File: src/rtl/conv_pkg.sv
// Purpose: shared constants, FSM state encoding and the bank address helper
//          for the convolution scheduler.
// Contents:
//   BANK_DEPTH / NUM_BANKS / ADDR_W / IDX_W - frame geometry and widths
//   state_t                                  - scheduler FSM states
//   bank_addr()                              - index + k*BANK_DEPTH
package conv_pkg;

  localparam int BANK_DEPTH = 11520;
  localparam int NUM_BANKS  = 5;
  localparam int ADDR_W     = 16;
  localparam int IDX_W      = 14;

  typedef enum logic [2:0] {
    IDLE,
    FETCH,
    WAIT_MEM,
    FIRE,
    WAIT_DONE
  } state_t;

  // Largest result is 4*11520 + 11519 = 57599, which fits in ADDR_W bits.
  function automatic logic [ADDR_W-1:0] bank_addr(input logic [IDX_W-1:0] idx,
                                                  input int               k);
    return ADDR_W'(idx) + ADDR_W'(k * BANK_DEPTH);
  endfunction

endpackage

File: src/rtl/conv_scheduler_addr_gen.sv
// Purpose: holds the current pixel index and the five registered bank
//          addresses derived from it (bank k reads index + k*BANK_DEPTH).
// Ports:
//   clk, reset_n     - clock, asynchronous active-low reset
//   i_clr            - load index with 0 (takes priority over i_inc)
//   i_inc            - advance index by one
//   o_index          - current pixel index
//   o_a1 .. o_a5     - bank addresses for banks 0..4
module conv_addr_gen
  import conv_pkg::*;
(
  input  logic              clk,
  input  logic              reset_n,
  input  logic              i_clr,
  input  logic              i_inc,
  output logic [IDX_W-1:0]  o_index,
  output logic [ADDR_W-1:0] o_a1,
  output logic [ADDR_W-1:0] o_a2,
  output logic [ADDR_W-1:0] o_a3,
  output logic [ADDR_W-1:0] o_a4,
  output logic [ADDR_W-1:0] o_a5
);

  logic [IDX_W-1:0]  r_index;
  logic [ADDR_W-1:0] r_addr [NUM_BANKS];
  logic [IDX_W-1:0]  w_index_n;

  // The addresses are computed from the next index so they are valid in
  // the same cycle the new index becomes visible.
  always_comb begin
    w_index_n = r_index;
    if (i_clr) begin
      w_index_n = '0;
    end else if (i_inc) begin
      w_index_n = r_index + 1'b1;
    end
  end

  always_ff @(posedge clk or negedge reset_n) begin
    if (!reset_n) begin
      r_index <= '0;
      for (int k = 0; k < NUM_BANKS; k++) begin
        r_addr[k] <= bank_addr('0, k);
      end
    end else if (i_clr || i_inc) begin
      r_index <= w_index_n;
      for (int k = 0; k < NUM_BANKS; k++) begin
        r_addr[k] <= bank_addr(w_index_n, k);
      end
    end
  end

  assign o_index = r_index;
  assign o_a1    = r_addr[0];
  assign o_a2    = r_addr[1];
  assign o_a3    = r_addr[2];
  assign o_a4    = r_addr[3];
  assign o_a5    = r_addr[4];

endmodule

File: src/rtl/conv_scheduler.sv
// Purpose: steps one frame of pixels through the 5-bank convolution
//          datapath: read strobe, memory latency wait, engine fire, wait
//          for engine done, advance.
// Ports:
//   clk, reset_n   - clock, asynchronous active-low reset
//   start          - frame start request (looked at in IDLE only)
//   abort          - synchronous abort, highest priority
//   conv_done      - engine finished current pixel (1-cycle pulse)
//   conv_start     - 1-cycle pulse firing the engine
//   mem_en         - 1-cycle bank read strobe
//   a1 .. a5       - bank addresses, index + k*BANK_DEPTH
//   cur_index      - current pixel index
//   busy           - high in every state except IDLE
//   pass           - 1-cycle pulse after the last pixel completes
//   err_spurious   - sticky: conv_done arrived outside WAIT_DONE
//   dbg_state      - current FSM state
//
// Engine handshake: conv_start and conv_done are both single-cycle pulses.
// One conv_start is issued per pixel; the scheduler then waits any number
// of cycles for exactly one conv_done. A conv_done in any state other than
// WAIT_DONE is not consumed and only raises err_spurious.
module conv_scheduler
  import conv_pkg::*;
#(
  parameter int MEM_LAT = 1
)
(
  input  logic              clk,
  input  logic              reset_n,
  input  logic              start,
  input  logic              abort,
  input  logic              conv_done,
  output logic              conv_start,
  output logic              mem_en,
  output logic [ADDR_W-1:0] a1,
  output logic [ADDR_W-1:0] a2,
  output logic [ADDR_W-1:0] a3,
  output logic [ADDR_W-1:0] a4,
  output logic [ADDR_W-1:0] a5,
  output logic [IDX_W-1:0]  cur_index,
  output logic              busy,
  output logic              pass,
  output logic              err_spurious,
  output state_t            dbg_state
);

  localparam logic [2:0] LAT_LOAD = 3'(MEM_LAT);

  state_t           r_state;
  state_t           w_state_n;
  logic [2:0]       r_lat_cnt;
  logic [2:0]       w_lat_n;
  logic             r_conv_start;
  logic             r_mem_en;
  logic             r_busy;
  logic             r_pass;
  logic             r_err;
  logic             w_clr;
  logic             w_inc;
  logic             w_pass_n;
  logic             w_last;
  logic [IDX_W-1:0] w_index;

  assign w_last = (w_index == IDX_W'(BANK_DEPTH - 1));

  always_comb begin
    w_state_n = r_state;
    w_lat_n   = r_lat_cnt;
    w_clr     = 1'b0;
    w_inc     = 1'b0;
    w_pass_n  = 1'b0;
    case (r_state)
      IDLE: begin
        if (start) begin
          w_state_n = FETCH;
          w_clr     = 1'b1;
        end
      end
      FETCH: begin
        w_lat_n   = LAT_LOAD;
        w_state_n = (MEM_LAT == 0) ? FIRE : WAIT_MEM;
      end
      WAIT_MEM: begin
        // Counter was loaded with MEM_LAT, so this state lasts MEM_LAT cycles.
        if (r_lat_cnt <= 3'd1) begin
          w_state_n = FIRE;
        end else begin
          w_lat_n = r_lat_cnt - 3'd1;
        end
      end
      FIRE: begin
        w_state_n = WAIT_DONE;
      end
      WAIT_DONE: begin
        if (conv_done) begin
          if (w_last) begin
            w_clr     = 1'b1;
            w_pass_n  = 1'b1;
            w_state_n = IDLE;
          end else begin
            w_inc     = 1'b1;
            w_state_n = FETCH;
          end
        end
      end
      default: begin
        w_state_n = IDLE;
      end
    endcase
    // Abort overrides start and conv_done in the same cycle.
    if (abort) begin
      w_state_n = IDLE;
      w_clr     = 1'b1;
      w_inc     = 1'b0;
      w_pass_n  = 1'b0;
    end
  end

  // Strobes are decoded from the next state so they are registered yet
  // coincide exactly with the cycle spent in FETCH / FIRE.
  always_ff @(posedge clk or negedge reset_n) begin
    if (!reset_n) begin
      r_state      <= IDLE;
      r_lat_cnt    <= '0;
      r_conv_start <= 1'b0;
      r_mem_en     <= 1'b0;
      r_busy       <= 1'b0;
      r_pass       <= 1'b0;
      r_err        <= 1'b0;
    end else begin
      r_state      <= w_state_n;
      r_lat_cnt    <= w_lat_n;
      r_conv_start <= (w_state_n == FIRE);
      r_mem_en     <= (w_state_n == FETCH);
      r_busy       <= (w_state_n != IDLE);
      r_pass       <= w_pass_n;
      r_err        <= r_err | (conv_done && (r_state != WAIT_DONE));
    end
  end

  conv_addr_gen u_addr_gen (
    .clk     (clk),
    .reset_n (reset_n),
    .i_clr   (w_clr),
    .i_inc   (w_inc),
    .o_index (w_index),
    .o_a1    (a1),
    .o_a2    (a2),
    .o_a3    (a3),
    .o_a4    (a4),
    .o_a5    (a5)
  );

  assign conv_start   = r_conv_start;
  assign mem_en       = r_mem_en;
  assign cur_index    = w_index;
  assign busy         = r_busy;
  assign pass         = r_pass;
  assign err_spurious = r_err;
  assign dbg_state    = r_state;

endmodule

File: config.mk
export PLATFORM = sky130hd
export DESIGN_NAME = conv_scheduler
export DESIGN_NICKNAME = d
export VERILOG_FILES = /design/src/rtl/conv_pkg.sv /design/src/rtl/conv_scheduler_addr_gen.sv /design/src/rtl/conv_scheduler.sv
export SDC_FILE = /design/constraint.sdc
export NUM_CORES = 1
export LEC_CHECK = 0
export CAP_MARGIN = 20
export CORE_MARGIN = 3
export CORE_UTILIZATION = 51
export CTS_BUF_LIST = sky130_fd_sc_hd__clkbuf_8
export CTS_CLUSTER_SIZE = 10
export DETAILED_ROUTE_END_ITERATION = 8
export PLACE_DENSITY = 0.85
export SYNTH_ARGS = -nofsm -noshare
export SYNTH_HDL_FRONTEND = slang
export SYNTH_SLANG_ARGS = --single-unit
File: constraint.sdc
create_clock -name clk -period 5.2 [get_ports clk]
set_input_delay 0.52 -clock clk [delete_from_list [all_inputs] [get_ports clk]]
set_output_delay 0.52 -clock clk [all_outputs]
set_load 0.005 [all_outputs]
==> results of run 1 <==
==> worst paths after layout <==
path | startpoint | endpoint | cells past startpoint
worst max register to register | u_addr_gen.o_a3[0] | u_addr_gen.o_a4[13] | 13
worst min register to register | err_spurious | err_spurious | 1
min in group clk | err_spurious | err_spurious | 1
worst min-delay path | reset_n | r_lat_cnt[0] | 1
worst max-delay path | u_addr_gen.o_a3[0] | u_addr_gen.o_a4[13] | 13
max in group asynchronous | reset_n | u_addr_gen.o_a2[13] | 2
==> cells in the final DEF, fill, tap and decap left out, types with 2 or more instances in the layout <==
cell             instances
nand4_1                  6
o21ai_1                  3
and2_1                   4
ha_1                    12
or3_1                    2
and4_1                   2
dfrtp_1                 37
a21oi_2                  4
nand2_1                 30
inv_1                   20
dfstp_2                 13
nand2b_1                 4
a31o_2                   2
clkbuf_8                 5
clkdlybuf4s50_1        100
xor2_1                  11
a32oi_1                  3
nand3_1                  2
a31oi_1                  2
nor2b_1                  4
xnor2_1                 10
o21ai_0                 14
conb_1                   5
nor3_1                   5
nor2_1                  27
and4bb_2                 2
and3_1                   5
o31ai_1                  2
a21oi_1                 28
==> power by group <==
part / internal [W] / switching, W
logic: 0.0000363 / 0.0000500
registers: 0.000400 / 0.0000103
clock network: 0.0000916 / 0.000128
total: 0.000528 / 0.000188
==> per-layer routing <==
layer | vias to the layer above | track usage [%] | wire length (um) | share of wire (%)
met5 | - | 0 | 0 | 0
met4 | 0 | 6.62 | 112 | 1.6
met3 | 9 | 3.01 | 414 | 5.9
met2 | 93 | 29.9 | 3210 | 46
met1 | 1184 | 27.1 | 3270 | 47
li1 | 1198 | - | - | -
==> registers in the layout, summed over array words and instances (netlist names) <==
signal and cells:
u_addr_gen.o_a3 16, u_addr_gen.o_a2 7, u_addr_gen.o_a4 6, u_addr_gen.o_a5 5
u_addr_gen.o_index 5, dbg_state 3, r_lat_cnt 3, busy 1
conv_start 1, err_spurious 1, mem_en 1, pass 1
==> cells by family after synthesis <==
| kind of cell | count (synthesis) | synth area share (%) |
|---|---|---|
| AOI/OAI and AO/OA | 72 | 14.6 |
| xor gates and xnor gates | 21 | 5.78 |
| adders and majority gates | 13 | 5.04 |
| buffers and inverters | 85 | 17.6 |
| DFF | 50 | 39.9 |
| muxes | 1 | 0.315 |
| other | 2 | 0.236 |
| and+or+nand+nor | 102 | 16.6 |
==> through the flow <==
step	setup slack [ns]	utilization, %
3_5_place_dp	1.77	63.5
4_1_cts	2.02	64.9
6_report	1.99	65.3
5_1_grt	1.62	65.3
2_1_floorplan	2.49	-
3_3_place_gp	1.87	63.5
==> worst reg2reg max path: stages (launching register included) <==
cell	delay, ns
dfrtp_1	0.49
ha_1	0.30
and4_1	0.27
nand4_1	0.24
o21ai_2	0.18
buf_4	0.30
a21oi_2	0.15
inv_1	0.19
ha_1	0.17
inv_1	0.04
a211oi_1	0.38
o211ai_2	0.12
xor2_1	0.18
o21ai_1	0.07
==> area by class of cell <==
class / instances / area (um^2) / area share [%]
Clock buffer: 5 / 68.8 / 1.76
Clock inverter: 3 / 15.0 / 0.384
Inverter: 18 / 67.6 / 1.73
Multi-Input combinational cell: 214 / 1360 / 34.9
Sequential cell: 50 / 1270 / 32.4
Tap cell: 75 / 93.8 / 2.40
Timing Repair Buffer: 103 / 1030 / 26.4
==> results.ini, run 1 <==
[die]
die-area_mm2 = 0.00722
pin_count = 107
core_area_mm2 = 0.00599
die_w_um = 85.0
die-height_um = 85.0
num_rows = 28
start_util_pct = 53.1

[power_and_ir_drop]
design_power_total_w = 0.000716
ir_worst_vdd_mv = 0.174
leakage_nw = 1.61
p_per_area_mw_per_mm2 = 183

[synth]
synth_top_area_share_pct = 29.1
synth_common_cells = buf_4, dfrtp_1, nand2_1, a21oi_1, nor2_1
synth_cell_types = 57
ys.flop_type = dfrtp_1
synth_top_area_cell = dfrtp_1
ys_async_sr_fraction_pct = 100
yosysSeqAreaShare_pct = 39.9
synthTopCellsByArea = dfrtp_1, buf_4, dfstp_2
synth-seq-cells = 50
syn_area_mm2 = 0.00318
synth.most_common_cell = buf_4
synth_cells = 346
synth-edff-count = 0
yosysWarnings = 0
postSynthAreaPerCell_um2 = 9.19

[layout]
nets = 409
diodes = 0
final_layout_size_suffix_gt1_share_pct = 10.2
n_fill_cell = 466
final_cells = 468
fin_area_mm2 = 0.00391
area_growth_pct = 22.9

[route]
ant_nets = 0
drcViolationCount = 0
vias_per_cell = 5.31
drtPass1Iterations = 5
drtIter0Drc = 272
via_count = 2484
wl_per_cell_um = 15.0
drt_wl_total_um = 7010

[global_route]
overflow = 0
grt_max_degree = 51
grt_antenna_before_repair = 0
grt_pass1_vias = 2314
grt_pass1_wl_um = 11400
grt.total_usage_pct = 19.2

[clocking]
cts-buffers-inserted = 5
path_clk_slew_ns = 0.09
cts-root-buf = clkbuf_8
cts_resized = 0
cts_tree = done
hold_buffers = 0
post-cts-setup-buffer-count = 0
clock-sinks = 50
h-tree-depth = 2
clk_path_buf_depth = 2
worstSkewPairLatency_ns = 0.31

[timing]
finalSetupViolations = 0
report.final.slew_viol_count = 0
tightest_slew_ns = 0.892
holdWs_ns = 0.187
max_slew_margin_pct = 40.4
period_share_pct = 61.8
min_period_ns = 3.21
fin_skew_ns = 0.00864
fmax_mhz = 311
hold_viol_final = 0
setup_tns_ns = 0
rsz0062_at_grt = false

[worst_setup_path]
cp.arrival_ns = 3.38
critPathMaxStageDelay_ns = 0.49
worstPathMaxFanout = 21
critical_path_required_ns = 5.37
worstSetupStartpointType = flop
worstSetupEndpointType = flop
worstSetupPathType = reg2reg
crit_family = compound AO/OA/AOI/OAI gates
r2r_slack_ns = 1.99
slowest_stage = dfrtp_1
path_cells = ha_1 -> and4_1 -> nand4_1 -> o21ai_2 -> buf_4 -> a21oi_2 -> inv_1 -> ha_1 -> inv_1 -> a211oi_1 -> o211ai_2 -> xor2_1 -> o21ai_1
critical_path_buf_inv_count = 3

[placed_design]
port_buffers = 101
placed_area_mm2 = 0.00381
routabilityCongestion = 0.935
place_hpwl_um = 5100
dp.cells = 459

[job]
drv_cap = 0

[hold_path]
worstHoldPathType = in2async

[outcome]
status = completed

No activity file was read; power rests on OpenSTA's default activity.
==> run 2, diff against run 1 <==
--- a/config.mk
+++ b/config.mk
@@ -7,11 +7,11 @@
 export LEC_CHECK = 0
 export CAP_MARGIN = 20
 export CORE_MARGIN = 3
-export CORE_UTILIZATION = 51
+export CORE_UTILIZATION = 48
 export CTS_BUF_LIST = sky130_fd_sc_hd__clkbuf_8
 export CTS_CLUSTER_SIZE = 10
 export DETAILED_ROUTE_END_ITERATION = 8
-export PLACE_DENSITY = 0.85
+export PLACE_DENSITY = 0.81
 export SYNTH_ARGS = -nofsm -noshare
 export SYNTH_HDL_FRONTEND = slang
 export SYNTH_SLANG_ARGS = --single-unit
==> constraint.sdc (replaced) <==
create_clock -name clk -period 3 [get_ports clk]
set_input_delay 0.3 -clock clk [delete_from_list [all_inputs] [get_ports clk]]
set_output_delay 0.3 -clock clk [all_outputs]
set_load 0.005 [all_outputs]
==> results.ini, run 2 (same netlist as run 1, synthesis figures left out) <==
[outcome]
status = completed

[clocking]
post-cts-setup-buffer-count = 0  ; unchanged
cts_tree = done
cts-root-buf = clkbuf_8
cts-buffers-inserted = 5  ; unchanged
path_clk_slew_ns = 0.09  ; about the same
h-tree-depth = 2  ; unchanged
worstSkewPairLatency_ns = 0.31  ; about the same
clk_path_buf_depth = 2  ; unchanged
clock-sinks = 50  ; unchanged

[layout]
layout_commonest_cell = clkdlybuf4s50_1
final_layout_size_suffix_gt1_share_pct = 15.4  ; +5.2 points
fin_area_mm2 = 0.00410  ; +4.8%
final_cells = 493  ; +5.3%
diodes = 0  ; unchanged
largest_register_ffs = 16  ; unchanged
area_growth_pct = 28.9
layout_common_cells = clkdlybuf4s50_1, dfrtp_1, nand2_1
nets = 432  ; +5.6%

[route]
ant_nets = 0  ; unchanged
drtIter0Drc = 171  ; -37%
drtPass1Iterations = 4  ; -1
wl_per_cell_um = 15.0  ; +0.45%
via_count = 2578  ; +3.8%
drcViolationCount = 0  ; unchanged
vias_per_cell = 5.23  ; -1.5%
drt_wl_total_um = 7420  ; +5.8%

[power_and_ir_drop]
ir_worst_vdd_mv = 0.246  ; +41%
p_per_area_mw_per_mm2 = 315  ; +72%
leakage_nw = 1.72  ; +7.1%

[timing]
fin_skew_ns = 0.00449  ; -0.00414 ns
min_period_ns = 2.74  ; -0.474 ns
max_slew_margin_pct = 66.7  ; +26 points
tightest_slew_ns = 0.496  ; -0.396 ns
finalSetupViolations = 0  ; unchanged
report.final.slew_viol_count = 0  ; unchanged
holdWs_ns = 0.442  ; +0.255 ns
fmax_mhz = 365  ; +17%
rsz0062_at_grt = false
fin_ws_ns = 0.261  ; -1.73 ns
hold_viol_final = 0  ; unchanged
setup_tns_ns = 0  ; unchanged
period_share_pct = 91.3  ; +30 points

[die]
die_w_um = 87.4  ; +2.9%
die-area_mm2 = 0.00764  ; +5.8%
pin_count = 107  ; unchanged
num_rows = 29  ; +3.6%
core_area_mm2 = 0.00639  ; +6.6%
die-height_um = 87.4  ; +2.9%
start_util_pct = 49.8  ; -3.3 points

[global_route]
overflow = 0  ; unchanged
grt_antenna_before_repair = 0  ; unchanged
grt_pass1_wl_um = 12000  ; +5.1%
grt_pass1_vias = 2438  ; +5.4%
grt_max_degree = 51  ; unchanged
grt.total_usage_pct = 19.6  ; +0.49 points

[worst_setup_path]
worstSetupStartpointType = flop
r2r_slack_ns = 0.26  ; -1.73 ns
worstPathMaxFanout = 5  ; -76%
critical_path_required_ns = 3.24  ; -2.13 ns
cp.arrival_ns = 2.98  ; -0.40 ns
worstSetupPathType = reg2reg
worstSetupEndpointType = flop

[placed_design]
port_buffers = 101  ; unchanged
routabilityCongestion = 0.877  ; -6.2%
post-place-ws_ns = 0.0758  ; -1.70 ns
place_hpwl_um = 5670  ; +11%
dp.cells = 483  ; +5.2%
placed_area_mm2 = 0.00397  ; +4.4%

[hold_path]
worstHoldPathType = in2async

[job]
drv_cap = 0  ; unchanged

-- run 2: power by group --
part | leakage [nW] | internal [W] | switching (W) | total (W)
logic | 1.04 | 0.0000778 | 0.0000973 | 0.000175
registers | 0.635 | 0.000693 | 0.0000100 | 0.000703
clock network | 0.0472 | 0.000186 | 0.000225 | 0.000411
total | 1.72 | 0.000957 | 0.000332 | 0.00129
-- run 2: area by class of cell --
type / count / area [um^2]
Tap cell: 77 / 96.3
Fill cell: 542 / 2290
Clock inverter: 2 / 12.5
Sequential cell: 50 / 1270
Timing Repair Buffer: 126 / 1210
Clock buffer: 6 / 82.6
Multi-Input combinational cell: 214 / 1360
Inverter: 18 / 67.6
-- run 2: final timing paths --
check / endpoint / cells after the start / start
worst min-delay path: u_addr_gen.o_index[9] / 2 / reset_n
max in group asynchronous: u_addr_gen.o_a5[13] / 3 / reset_n
worst max register to register: u_addr_gen.o_a4[13] / 12 / u_addr_gen.o_a3[1]
min in group clk: err_spurious / 1 / err_spurious
worst max-delay path: u_addr_gen.o_a4[13] / 12 / u_addr_gen.o_a3[1]
worst min register to register: err_spurious / 1 / err_spurious
-- run 2: per-stage QoR --
step                      util, %  power [W]
after floorplan                 -   0.000810
after global placement       62.2   0.000884
after detailed placement     62.2   0.000887
after CTS                    63.7    0.00130
after global routing         64.2    0.00134
final                        64.2    0.00129
-- run 2: routing by layer --
layer / GRT usage, % / vias to the layer above / wire (um) / share of wire [%]
li1: - / 1240 / - / -
met2: 32.9 / 87 / 3630 / 49
met4: 5.72 / 0 / 82 / 1.1
met3: 2.93 / 7 / 500 / 6.7
met5: 0 / - / 0 / 0
met1: 26.2 / 1244 / 3200 / 43
-- run 2: repair_timing --
action	4_1_cts	5_1_grt
endpoints found under the hold margin	0	14
resized for setup	0	0
hold buffers	0	1
-- run 2: worst max-delay path: stages (launching register included) --
cell and delay (ns):
dfrtp_1 0.36, ha_1 0.27, and4_1 0.28, nand4_1 0.17, o21ai_2 0.31, a21oi_2 0.06, inv_1 0.16, ha_1 0.17
inv_1 0.03, a211oi_1 0.44, o211ai_2 0.12, xor2_1 0.16, o21ai_1 0.12
==> patch: new RTL, flow settings as in run 2 <==
Set the package constant `NUM_BANKS` to 10 (it was 5).
--- a/src/rtl/conv_pkg.sv
+++ b/src/rtl/conv_pkg.sv
@@ -7,7 +7,7 @@
 package conv_pkg;
 
   localparam int BANK_DEPTH = 11520;
-  localparam int NUM_BANKS  = 5;
+  localparam int NUM_BANKS  = 10;
   localparam int ADDR_W     = 16;
   localparam int IDX_W      = 14;
 
Check against the original RTL: equivalent (Yosys induction, for registers that start in step).
==> patch against run 2 <==
Fmax decreased by 4.6%; synthesized area increased by 0.98%; die area increased by 0.92%; sequential share of layout area decreased by 2.2 points; worst setup slack got worse by 0.13 ns; final area increased by 8.2%; sequential power increased by 1%; routed wire length increased by 11%; non-clock buffer count increased by 33; sequential cell count unchanged; power decreased by 1.6%; clock skew increased by 0.0012 ns; clock power decreased by 10%; critical endpoint is now u_addr_gen.o_a3[13]; highest routed layer unchanged.
==> patch: results (changes against run 2) <==
[grt]
met1_usage_pct = 28.26  ; +2.0 points
grt_max_degree = 31  ; -39%
grt_pass1_vias = 2681  ; +10%
grt_first_pass_wirelength_microns = 12820  ; +6.9%
use_met3_pct = 3.951  ; +1.0 points
grt_usage_pct = 21.21  ; +1.6 points
grt.met2_usage_pct = 35.48  ; +2.5 points

[drt]
wl_per_cell_microns = 15.53  ; +3.2%
drtIter0Drc = 144  ; -16%
routed_wirelength_microns = 8214  ; +11%
viasPerCell = 5.259  ; +0.57%

[sta]
finClkSkew_ns = 0.005683  ; +0.001189 ns
period_needed_ns = 2.871  ; +0.1321 ns
relSlewSlack_pct = 54.78  ; -12 points

[placement]
dpl.cell_count = 514  ; +6.4%
pre_cts_ws_ns = -0.06447  ; -0.1403 ns
hpwlAfterDp_microns = 6130  ; +8.2%
routabilityCongestion = 0.9070  ; +3.4%

[outcome]
status = finished clean

[synthesis]
ys_seq_area_share_pct = 39.46  ; -0.39 points
synth.top_cells.by_count = buf_4, nor2_1, dfrtp_1
synth_area_leaders = dfrtp_1, buf_4, dfstp_2
ys_types = 58  ; +1.8%
syn_area_per_cell_sq_um = 9.125  ; -0.74%

[power_and_ir_drop]
p_sw_share_pct = 25.97  ; +0.18 points
peakVddDrop_uv = 227.4  ; -7.6%
p_leak_nw = 1.936  ; +12%

[setup_path]
crit_start = u_addr_gen.o_a1[12]
endpoint = u_addr_gen.o_a3[13]
rrSetupSlack_ns = 0.13  ; -0.13 ns
crit_fanout = 8  ; +3
worstPathArrival_ns = 3.08  ; +0.10 ns
r2r_cells = 10  ; -2

[cells_and_area]
fin_nets = 469  ; +8.6%
drive_gt1_share_pct = 23.67  ; +8.3 points

[hold_path]
hold_class = input port to async pin

[patch: cell types whose count changed after synthesis, sizes merged, moves of 4 or more]
cell          run 2  this run
xnor2            10        14
xor2             11         5
o21ai            18        14
nor2             29        39
a21oi            33        22
nor4              0         7
nor3              6        12
[patch: layout make-up]
class,instances,area [sq um]
multi-input combinational,218,1473
sequential,50,1275
timing repair buffer,159,1445
clock buffer,5,68.82
fill,497,1987
tap,77,96.34
inverter,17,66.31
clock inverter,3,11.26
[patch: per-stage QoR]
stage,cell area (sq um),power [W],hold slack [ns],utilization (%)
after floorplan,3269,0.0008131,0.004409,-
after global placement,4264,0.0009052,0.3754,66.39
after detailed placement,4264,0.0009084,0.3789,66.39
after CTS,4354,0.001272,0.05138,67.80
after global routing,4436,0.001320,0.08783,69.06
final,4436,0.001268,0.02431,69.06
[patch: kinds of logic (layout without fill, tap and decap cells)]
kind of cell             count (synthesis)  in the layout  synth area share [%]
flip-flops                              50             50                 39.46
adder cells (fa/ha/maj)                 13             13                 5.064
multiplexers                             5              5                 1.714
other                                    2              5                0.2338
AO/OA/AOI/OAI                           60             60                 12.04
XOR/XNOR                                19             19                 5.181
AND/OR/NAND/NOR                        116            116                 19.24
buffers and inverters                   87            184                 17.06
[patch: worst max-delay path: stages (launching register included)]
cell	delay [ns]
dfrtp_1	0.39
or4b_4	0.55
or4_4	0.45
o21ai_4	0.26
nor2_4	0.07
buf_4	0.19
ha_1	0.19
inv_1	0.11
o21ai_0	0.15
o21ba_1	0.23
nor3_1	0.19
[patch: power groups by stage]
stage	Clock, W	Combinational (W)	Sequential (W)
after global placement	0	0.000182	0.000723
after floorplan	0	0.0000889	0.000724
after CTS	0.000374	0.000187	0.000711
final	0.000370	0.000187	0.000711
after global routing	0.000398	0.000209	0.000713
after detailed placement	0	0.000186	0.000722
[patch: how the worst min path moves through the flow]
stage | startpoint | endpoint | slack, ns | cells past startpoint
after floorplan | reset_n | busy | 0.004 | 0
after global placement | reset_n | u_addr_gen.o_a3[8] | 0.38 | 1
after detailed placement | reset_n | u_addr_gen.o_a1[10] | 0.38 | 1
after CTS | reset_n | u_addr_gen.o_a1[10] | 0.05 | 1
after global routing | reset_n | u_addr_gen.o_a1[10] | 0.09 | 1
final | reset_n | u_addr_gen.o_a1[10] | 0.02 | 1
[patch: layer usage]
metal  wire (microns)  up-vias
met5                0        -
met4              166        0
met3              504       16
met2             3995      105
met1             3547     1321
li1                 -     1340
[patch: repair_timing]
item / in CTS / in global routing
pin swaps: 0 / 1
setup endpoints to repair: 2 / 12
gates resized for setup: 2 / 10
setup buffers: 0 / 7
